File: config.mk
export PLATFORM = sky130hd
export DESIGN_NAME = cat_seq_controller_flat
export DESIGN_NICKNAME = d
export VERILOG_FILES = /design/src/rtl/cat_seq_pkg.sv /design/src/rtl/cat_seq_if.sv /design/src/rtl/cat_seq_delay_line.sv /design/src/rtl/cat_seq_controller.sv /design/src/flat_wrapper.sv
export SDC_FILE = /design/constraint.sdc
export NUM_CORES = 1
export LEC_CHECK = 0
export BUFFER_PORTS_ARGS = -buffer_cell sky130_fd_sc_hd__buf_2
export CORE_MARGIN = 4
export CORE_UTILIZATION = 45
export DETAILED_ROUTE_END_ITERATION = 7
export PLACE_DENSITY = 0.75
export SLEW_MARGIN = 40
export SYNTH_ARGS = -nofsm -noshare
export SYNTH_HDL_FRONTEND = slang
export SYNTH_SLANG_ARGS = --single-unit
File: constraint.sdc
create_clock -name clk -period 2.3 [get_ports clk]
set_clock_uncertainty 0.2 [all_clocks]
set_input_delay 0.23 -clock clk [delete_from_list [all_inputs] [get_ports clk]]
set_output_delay 0.23 -clock clk [all_outputs]
set_load 0.01 [all_outputs]
File: src/rtl/cat_seq_pkg.sv
// Shared types and constants for the cat-recognizer sequencer.
// Optional interrupt output is enabled with the CAT_SEQ_IRQ_EN macro.
package cat_seq_pkg;

  typedef enum logic [2:0] {
    ST_IDLE,
    ST_CLEAR,
    ST_RUN,
    ST_DRAIN,
    ST_RESULT,
    ST_CAPTURE
  } state_t;

  // Register offsets inside the four-word window at the top of the address map
  localparam logic [1:0] OFF_CTRL   = 2'd0;
  localparam logic [1:0] OFF_STATUS = 2'd1;
  localparam logic [1:0] OFF_LEN    = 2'd2;
  localparam logic [1:0] OFF_BIAS   = 2'd3;

  localparam int CTRL_START    = 0;
  localparam int CTRL_ABORT    = 1;
  localparam int CTRL_IRQ_MASK = 2;

  localparam int STAT_BUSY   = 0;
  localparam int STAT_DONE   = 1;
  localparam int STAT_RESULT = 2;

  function automatic int unsigned reg_base(input int unsigned addr_width);
    return (32'd1 << addr_width) - 32'd4;
  endfunction

endpackage

File: src/rtl/cat_seq_if.sv
// APB slave bus bundle for the cat-recognizer sequencer.
interface cat_seq_if #(
  parameter int Amba_Word       = 24,
  parameter int Amba_Addr_Depth = 12
);

  logic                       PSEL;
  logic                       PENABLE;
  logic                       PWRITE;
  logic [Amba_Addr_Depth-1:0] PADDR;
  logic [Amba_Word-1:0]       PWDATA;
  logic [Amba_Word-1:0]       PRDATA;
  logic                       PREADY;
  logic                       PSLVERR;

  modport master (
    output PSEL, PENABLE, PWRITE, PADDR, PWDATA,
    input  PRDATA, PREADY, PSLVERR
  );

  modport slave (
    input  PSEL, PENABLE, PWRITE, PADDR, PWDATA,
    output PRDATA, PREADY, PSLVERR
  );

endinterface

File: src/rtl/cat_seq_delay_line.sv
// Fixed-depth 1-bit shift register with synchronous flush; aligns the
// accumulate strobe with data returning from the pixel/weight memories.
module cat_seq_delay_line #(
  parameter int Depth = 1
) (
  input  logic clk,
  input  logic rst,
  input  logic flush,
  input  logic din,
  output logic dout
);

  logic [Depth-1:0] pipe;

  always_ff @(posedge clk or posedge rst) begin
    if (rst) begin
      pipe <= '0;
    end else if (flush) begin
      pipe <= '0;
    end else begin
      pipe[0] <= din;
      for (int i = 1; i < Depth; i++) begin
        pipe[i] <= pipe[i-1];
      end
    end
  end

  assign dout = pipe[Depth-1];

endmodule

File: src/rtl/cat_seq_controller.sv
// Inference sequencer: APB register window, pixel write gating and the
// memory walk FSM. Define CAT_SEQ_IRQ_EN to add the irq output.
module cat_seq_controller
  import cat_seq_pkg::*;
#(
  parameter int Amba_Word       = 24,
  parameter int Amba_Addr_Depth = 12,
  parameter int Mem_Latency     = 1
) (
  input  logic                       clk,
  input  logic                       rst,
  cat_seq_if.slave                   apb,
  output logic [Amba_Addr_Depth-1:0] mem_addr,
  output logic                       mem_wr_en,
  output logic                       mem_rd_en,
  output logic                       calc_clear,
  output logic                       calc_enable,
  output logic                       calc_get_result,
  output logic [Amba_Word-1:0]       bias,
  input  logic                       cat_result
`ifdef CAT_SEQ_IRQ_EN
  ,
  output logic                       irq
`endif
);

  localparam logic [Amba_Addr_Depth-1:0] REG_BASE =
    Amba_Addr_Depth'(reg_base(Amba_Addr_Depth));
  localparam logic [Amba_Addr_Depth-1:0] ADDR_ONE = Amba_Addr_Depth'(1);
  localparam logic [2:0] DRAIN_LAST = 3'(Mem_Latency - 1);

  state_t                     state;
  state_t                     state_nxt;
  logic [Amba_Addr_Depth-1:0] len_q;
  logic [Amba_Addr_Depth-1:0] walk_cnt;
  logic [Amba_Word-1:0]       bias_q;
  logic [Amba_Word-1:0]       rd_data;
  logic [2:0]                 drain_cnt;
  logic                       stat_done;
  logic                       stat_result;
  logic                       busy;
  logic                       wr_commit;
  logic                       below_base;
  logic                       ctrl_wr;
  logic                       start_cmd;
  logic                       abort_cmd;
  logic                       reject;
  logic                       rd_en_int;
  logic [1:0]                 reg_off;
`ifdef CAT_SEQ_IRQ_EN
  logic                       irq_mask;
`endif

  assign busy       = (state != ST_IDLE);
  assign wr_commit  = apb.PSEL & apb.PENABLE & apb.PWRITE;
  assign below_base = (apb.PADDR < REG_BASE);
  assign reg_off    = apb.PADDR[1:0];
  assign ctrl_wr    = wr_commit & ~below_base & (reg_off == OFF_CTRL);

  // Abort outranks a start carried in the same CTRL write
  assign abort_cmd = ctrl_wr & apb.PWDATA[CTRL_ABORT] & busy;
  assign start_cmd = ctrl_wr & apb.PWDATA[CTRL_START] & ~apb.PWDATA[CTRL_ABORT] & ~busy;

  assign reject = wr_commit & busy &
                  (below_base | (reg_off == OFF_LEN) | (reg_off == OFF_BIAS));

  assign apb.PREADY  = 1'b1;
  assign apb.PSLVERR = reject;
  assign apb.PRDATA  = rd_data;

  assign mem_wr_en = wr_commit & below_base & ~busy;
  assign mem_rd_en = rd_en_int;
  assign mem_addr  = busy ? walk_cnt : apb.PADDR;
  assign bias      = bias_q;

  always_ff @(posedge clk or posedge rst) begin
    if (rst) begin
      state <= ST_IDLE;
    end else begin
      state <= state_nxt;
    end
  end

  always_comb begin
    state_nxt       = state;
    calc_clear      = 1'b0;
    rd_en_int       = 1'b0;
    calc_get_result = 1'b0;
    unique case (state)
      ST_IDLE: begin
        if (start_cmd) state_nxt = ST_CLEAR;
      end
      // A zero-length walk still waits out the drain so result timing is uniform
      ST_CLEAR: begin
        calc_clear = 1'b1;
        state_nxt  = (len_q == '0) ? ST_DRAIN : ST_RUN;
      end
      ST_RUN: begin
        rd_en_int = 1'b1;
        if (walk_cnt == len_q - ADDR_ONE) state_nxt = ST_DRAIN;
      end
      ST_DRAIN: begin
        if (drain_cnt == DRAIN_LAST) state_nxt = ST_RESULT;
      end
      ST_RESULT: begin
        calc_get_result = 1'b1;
        state_nxt       = ST_CAPTURE;
      end
      ST_CAPTURE: begin
        state_nxt = ST_IDLE;
      end
      default: begin
        state_nxt = ST_IDLE;
      end
    endcase
    if (abort_cmd) state_nxt = ST_IDLE;
  end

  always_ff @(posedge clk or posedge rst) begin
    if (rst) begin
      walk_cnt  <= '0;
      drain_cnt <= '0;
    end else begin
      walk_cnt  <= (state == ST_RUN)   ? walk_cnt + ADDR_ONE : '0;
      drain_cnt <= (state == ST_DRAIN) ? drain_cnt + 3'd1    : '0;
    end
  end

  // LEN is clamped so the walk counter can never reach the register window
  always_ff @(posedge clk or posedge rst) begin
    if (rst) begin
      len_q       <= '0;
      bias_q      <= '0;
      stat_done   <= 1'b0;
      stat_result <= 1'b0;
    end else begin
      if (wr_commit && !below_base && !busy && reg_off == OFF_LEN) begin
        len_q <= (apb.PWDATA > Amba_Word'(REG_BASE)) ? REG_BASE
                                                     : apb.PWDATA[Amba_Addr_Depth-1:0];
      end
      if (wr_commit && !below_base && !busy && reg_off == OFF_BIAS) begin
        bias_q <= apb.PWDATA;
      end
      if (start_cmd) begin
        stat_done <= 1'b0;
      end else if (state == ST_CAPTURE && !abort_cmd) begin
        stat_done   <= 1'b1;
        stat_result <= cat_result;
      end
    end
  end

`ifdef CAT_SEQ_IRQ_EN
  always_ff @(posedge clk or posedge rst) begin
    if (rst) begin
      irq_mask <= 1'b0;
    end else if (ctrl_wr) begin
      irq_mask <= apb.PWDATA[CTRL_IRQ_MASK];
    end
  end

  assign irq = stat_done & irq_mask;
`endif

  always_comb begin
    rd_data = '0;
    if (apb.PSEL && !below_base) begin
      unique case (reg_off)
        OFF_CTRL: begin
`ifdef CAT_SEQ_IRQ_EN
          rd_data[CTRL_IRQ_MASK] = irq_mask;
`else
          rd_data = '0;
`endif
        end
        OFF_STATUS: begin
          rd_data[STAT_BUSY]   = busy;
          rd_data[STAT_DONE]   = stat_done;
          rd_data[STAT_RESULT] = stat_result;
        end
        OFF_LEN: begin
          rd_data[Amba_Addr_Depth-1:0] = len_q;
        end
        OFF_BIAS: begin
          rd_data = bias_q;
        end
        default: begin
          rd_data = '0;
        end
      endcase
    end
  end

  cat_seq_delay_line #(
    .Depth (Mem_Latency)
  ) u_delay_line (
    .clk   (clk),
    .rst   (rst),
    .flush (abort_cmd),
    .din   (rd_en_int),
    .dout  (calc_enable)
  );

endmodule

File: src/flat_wrapper.sv
// flat-port wrapper written by rule: the top's interface ports become plain ports
module cat_seq_controller_flat import cat_seq_pkg::*;
#(
  parameter int Amba_Word       = 24,
  parameter int Amba_Addr_Depth = 12,
  parameter int Mem_Latency     = 1
)
  (clk, rst, mem_addr, mem_wr_en, mem_rd_en, calc_clear, calc_enable, calc_get_result, bias, cat_result, apb_PSEL, apb_PENABLE, apb_PWRITE, apb_PADDR, apb_PWDATA, apb_PRDATA, apb_PREADY, apb_PSLVERR);
  cat_seq_if #(.Amba_Word(Amba_Word), .Amba_Addr_Depth(Amba_Addr_Depth)) apb_i ();
  input  logic clk;
  input  logic rst;
  output logic [Amba_Addr_Depth-1:0] mem_addr;
  output logic mem_wr_en;
  output logic mem_rd_en;
  output logic calc_clear;
  output logic calc_enable;
  output logic calc_get_result;
  output logic [Amba_Word-1:0] bias;
  input  logic cat_result;
  input wire logic [$bits(apb_i.PSEL)-1:0] apb_PSEL;
  input wire logic [$bits(apb_i.PENABLE)-1:0] apb_PENABLE;
  input wire logic [$bits(apb_i.PWRITE)-1:0] apb_PWRITE;
  input wire logic [$bits(apb_i.PADDR)-1:0] apb_PADDR;
  input wire logic [$bits(apb_i.PWDATA)-1:0] apb_PWDATA;
  output wire logic [$bits(apb_i.PRDATA)-1:0] apb_PRDATA;
  output wire logic [$bits(apb_i.PREADY)-1:0] apb_PREADY;
  output wire logic [$bits(apb_i.PSLVERR)-1:0] apb_PSLVERR;
  assign apb_i.PSEL = apb_PSEL;
  assign apb_i.PENABLE = apb_PENABLE;
  assign apb_i.PWRITE = apb_PWRITE;
  assign apb_i.PADDR = apb_PADDR;
  assign apb_i.PWDATA = apb_PWDATA;
  assign apb_PRDATA = apb_i.PRDATA;
  assign apb_PREADY = apb_i.PREADY;
  assign apb_PSLVERR = apb_i.PSLVERR;
  cat_seq_controller #(.Amba_Word(Amba_Word), .Amba_Addr_Depth(Amba_Addr_Depth), .Mem_Latency(Mem_Latency)) u_core (.clk(clk), .rst(rst), .apb(apb_i), .mem_addr(mem_addr), .mem_wr_en(mem_wr_en), .mem_rd_en(mem_rd_en), .calc_clear(calc_clear), .calc_enable(calc_enable), .calc_get_result(calc_get_result), .bias(bias), .cat_result(cat_result));
endmodule
# == Word level (Yosys, flattened, before mapping) ==
# Cells that the tools add are included.
# word_totals
reg_bits,57
inputBits,42
elab_cells,81
output_inout_bits,67
# op_classes
bitwise_logic,19
mux,20
n_lt_le_gt_ge,2
n_reduce_logical,17
n_eq_ne,12
addsub,3
# ops
cell,n
2-to-1 mux 12 bit,4
greater-than comparator 24 x 12 -> 1 bit (second input constant),1
2-to-1 mux 24 bit,1
one-hot mux 9 bit (2 select lines),1
2-to-1 mux 3 bit,5
one-hot mux 3 bit (5 select lines),1
AND 1 bit,13
adder 12 x 1 -> 12 bit (second input constant),1
equality test 12 bit,1
zero test 12 bit,1
less-than comparator 12 bit (second input constant),1
one-hot mux 3 bit (4 select lines),1
subtractor 12 x 1 -> 12 bit (second input constant),1
inequality test 3 x 1 -> 1 bit (second input constant),3
2-to-1 mux 1 bit,7
equality test 3 x 2 -> 1 bit (second input constant),2
equality test 3 bit (second input constant),2
logical AND 1 bit,6
zero test 3 bit,2
equality test 2 bit (second input constant),2
inverter 1 bit,4
adder 3 x 1 -> 3 bit (second input constant),1
equality test 3 x 1 -> 1 bit (second input constant),1
zero test 1 bit,3
other kinds (7),8

# == Depth between registers and ports, before layout ==
# depth
ltp_word,10
depth_mapped,8

# == Hierarchy ==
# From an unflattened synthesis, not the netlist that was laid out.
# unflattened
hier_cells,367
area_unflattened_um2,3418.3
# modules_own_cells
module,cells_each,instances,seq_area_each_um2,area_each_um2
cat_seq_controller,364,1,1401.3,3375.7
cat_seq_delay_line,3,1,25.0,42.5

# == Worst setup path before layout ==
# No wires, ideal clock.
# synth_path
kind,register to register
startpoint,register u_core.len_q[0]
endpoint,register u_core.state[0]
setup_ns,0.101
stages_incl_launch_ff,8
required_time_ns,1.999
arrival_time_ns,1.995
synth_period_minus_slack_ns,2.296
path_slack_ns,0.004
n_path_buf,0
cell_sequence,dfrtp_1 > inv_1 > ha_1 > or3b_1 > o41a_1 > a2111oi_1 > a31oi_1 > o32ai_1
# synth_between
elab_chain_len,4
elab_cells_between_ends,8
# synth_lines
element,line,rtl
start: declaration,cat_seq_controller.sv:34,logic [Amba_Addr_Depth-1:0] len_q;
start signal: assignment,cat_seq_controller.sv:138,len_q <= (apb.PWDATA > Amba_Word'(REG_BASE)) ? REG_BASE
subtractor 12 x 1 -> 12 bit / zero test 12 bit (equally long branches),"cat_seq_controller.sv:100, cat_seq_controller.sv:96",
equality test 12 bit / 2-to-1 mux 1 bit (equally long branches),"cat_seq_controller.sv:100, cat_seq_controller.sv:96",
inequality test 3 x 1 -> 1 bit (no line) / one-hot mux 3 bit (5 select lines) (equally long branches),n/a,
AND reduction 3 bit (no line) / 2-to-1 mux 3 bit (equally long branches),n/a,
end signal: assignment,cat_seq_controller.sv:80,state <= state_nxt;
end: declaration,cat_seq_controller.sv:32,state_t state;
# Several ways; a longest one is shown, not always the timed one.
# A chain may end at the register's enable or synchronous reset.

# == Worst setup path in the final report ==
# layout_path
startpoint,register u_core.len_q[1]
endpoint,register u_core.state[0]
# The elaborated chain is that of the path after synthesis.

==> reports/metrics.csv <==
stage,metric,value,unit
outcome,status,finished with violations,
outcome,failing checks,negative setup slack,
grt,largest net degree at the start of global routing,58,
floorplan,I/O pin count,109,
placement,gpl congestion,0.875,
timing,final setup margin,-0.0360,ns
cells_and_area,Area Growth Syn to Fin,39.7,%
grt,busiest layer in global routing,met2,
grt,vias in the first global route,3198,
timing,max frequency,428,MHz
clock_tree,clk_lat worst skew,0.34,ns
clock_tree,CTS Buffer Depth,2,
critical_path,Crit. path cell count,7,
critical_path,crit-path max cell delay,0.54,ns
logic_synthesis,top post-synthesis cells by count,"dfrtp_1 (57), nor2_1 (44), nand2_1 (40)",
clock_tree,H-tree lvl count,3,
placement,HPWL Detailed,6.86,mm
critical_path,CP endpoint kind,flop,
timing,Fin. Hold Viols,0,
grt,GRT met2 Usage,37.4,%
routing,vias per cell,5.22,
clock_tree,CTS tree,built,
routing,remaining antenna violation count,0,
timing,Tcrit/Tclk final,102,%
critical_path,CP arrival,2.38,ns
floorplan,Starting Density,46.3,%
logic_synthesis,synth top area cells,"dfrtp_1 (42%), mux2_1 (7.0%), nor2_1 (4.9%), nand2_1 (4.4%), xnor2_1 (4.4%)",
pwr,"Power, Total",3.03,mW
critical_path,Critical path buffers and inverters,1,
floorplan,die area,8960,µm²
routing,DR vias,3220,
worst_hold_path,hold path depth,3,
pwr,Internal Power,2.07,mW
clock_tree,clk sinks,57,
grt,total track usage,22.2,%
critical_path,Worst Path Required,2.34,ns
critical_path,crit-path cells,buf_4 -> or4_4 -> nor4_4 -> nor4b_4 -> a2111oi_4 -> a31oi_1 -> o32ai_1,
logic_synthesis,cell count after synthesis,363,
clock_tree,cts bufs inserted,9,
logic_synthesis,Main synth FF type,dfrtp_1,
pwr,VDD IR-drop max,0.404,mV
logic_synthesis,sequential area share after synthesis,42.2,%
pwr,Gate power share,29.5,%
pwr,part of the power in registers,37.2,%
pwr,sw frac,31.8,%
timing,min Tclk post-route,2.34,ns
grt,M1 GR Usage,27.0,%
routing,Pre-antenna DRT Iters,4,
timing,setup TNS,-0.0360,ns
logic_synthesis,Yosys top cell area share,42.2,%
logic_synthesis,"count leader, synth",dfrtp_1,
logic_synthesis,#FFs+latches synth,57,
run,max-cap viol count,0,
pwr,PD cells,642,nW/µm²
logic_synthesis,Syn Nets,410,
timing,RSZ-0062 raised after global routing,yes,
logic_synthesis,mean post-synth cell area,9.31,µm²
cells_and_area,nets@finish,560,
logic_synthesis,Yosys top cell by area,dfrtp_1,
routing,WL final,9.83,mm
cells_and_area,Ant. Diodes,0,
grt,first-pass GRT wire length,15.4,mm
timing,"Slew Viols, Final",0,
routing,drc violations,0,
critical_path,slowest CP cell,or4_4,
logic_synthesis,post-synth cell types,49,
clock_tree,Root Buffer,clkbuf_8,
logic_synthesis,Post-synth EDFFs,0,
grt,Overflow after GRT,0,
placement,dpl cells,575,
timing,Setup-failing EPs final,1,
grt,routing usage on met3,6.22,%
logic_synthesis,Yosys warning count,0,
worst_hold_path,Hold Crit Class,in2reg,
pwr,Clk pwr share,33.3,%
floorplan,CORE AREA,7290,µm²
pwr,Pleak,2.42,nW
grt,initial antenna violation count,0,
routing,Starting DRT DRC Count,119,
cells_and_area,layout cell share with drive strength beyond 1,34.4,%
logic_synthesis,Mapped Area,3380,µm²
floorplan,DIE HEIGHT,94.6,µm
floorplan,FP Rows,31,
clock_tree,"CTS clk-pin slew, worst paths",0.07,ns
cells_and_area,final core occ,64.7,%
critical_path,Critical Path Source Type,flop,
pwr,Psw,0.966,mW
placement,port bufs,107,
floorplan,DIE WIDTH,94.6,µm
critical_path,R2R cell count,7,
critical_path,worst-path fanout max,5,
critical_path,Crit Path Category,reg2reg,
logic_synthesis,ys async rst share,100,%
cells_and_area,Layout Cells excl Fill,617,
routing,routed length per instance,15.9,µm
critical_path,"delay-heaviest family, CP",simple AND/OR/NAND/NOR gates,
==> worst reg2reg max path, delay by kind of cell (launching register included) <==
kind            cells  cell delay (ns)
buf+inv             1             0.15
flops               1             0.42
simple gates        3             0.86
compound gates      3             0.62
==> timing repair <==
action / CTS / global route
setup endpoints to repair: 5 / 4
hold buffers: 25 / 0
pin swaps: 1 / 4
resized for setup: 4 / 15
setup buffers: 0 / 1
endpoints found under the hold margin: 91 / 0
==> metal layers <==
metal  wire length, µm  share of wire [%]
met1              4010                 41
met2              4850                 49
met3               713                7.3
met4               258                2.6
met5                 0                  0
==> final cells by class <==
cell class,instances,area (µm²)
fill,583,2570
inverter,13,48.8
multi-input combinational,274,1910
clock inverter,4,50.0
clock buffer,12,165
sequential,57,1430
tap,99,124
timing repair buffer,158,997
==> stage by stage <==
step | setup WS (ns) | hold slack, ns | instance area [µm²]
floorplan | 0.00396 | 0.162 | 3380
global placement | 0.0519 | 0.110 | 4140
detailed placement | -0.0152 | 0.109 | 4140
CTS | 0.0349 | 0.0291 | 4630
global route | -0.144 | 0.0583 | 4720
finish | -0.0360 | 0.0358 | 4720
==> power groups by stage <==
stage	clock, mW	combinational [mW]	sequential, mW
floorplan	0	0.485	1.14
global placement	0	0.803	1.14
CTS	1.02	0.863	1.13
detailed placement	0	0.820	1.15
finish	1.01	0.894	1.13
global route	1.07	0.995	1.14
==> logic make-up after synthesis <==
group | count (synthesis) | synth area share, %
mux | 41 | 13.2
compound gates | 45 | 7.78
xor+xnor | 23 | 5.96
other cells | 1 | 0.111
buf+inv | 32 | 4.22
flops | 57 | 42.2
simple gates | 159 | 24.6
fa+ha+maj | 5 | 1.85
==> path summary, 6_finish.rpt <==
kind	from	to	slack (ns)
min	apb_PWDATA[1]	u_core.len_q[1]	0.04
max reg2reg	u_core.len_q[1]	u_core.state[0]	-0.04
max in group asynchronous	rst	u_core.bias[4]	1.36
max	u_core.len_q[1]	u_core.state[0]	-0.04
min reg2reg	u_core.drain_cnt[0]	u_core.drain_cnt[0]	0.27
min in group asynchronous	rst	u_core.stat_done	0.28
==> registers in the layout, indices dropped and copies added (netlist names) <==
register / count
u_core.bias: 24
u_core.drain_cnt: 3
u_core.len_q: 12
u_core.stat_done: 1
u_core.stat_result: 1
u_core.state: 3
u_core.u_delay_line.dout: 1
u_core.walk_cnt: 12
==> placed cells by master, fill, tap and decap left out, types with 3 or more instances in the layout <==
master	n
a21oi_1	10
nand2_1	39
nor4_4	3
buf_4	24
nor4_1	9
mux2_1	21
inv_1	11
or3_1	7
buf_2	107
nand4_1	7
clkbuf_8	12
o21ai_1	13
dfrtp_1	57
dlygate4sd3_1	25
and3_1	4
nand3_1	8
nor2_1	44
nor3_1	3
xnor2_1	17
mux2i_1	12
mux2_2	8
and2_1	15
o21ai_0	10
ha_1	4
xor2_1	6
(Power assumes the default switching activity.)
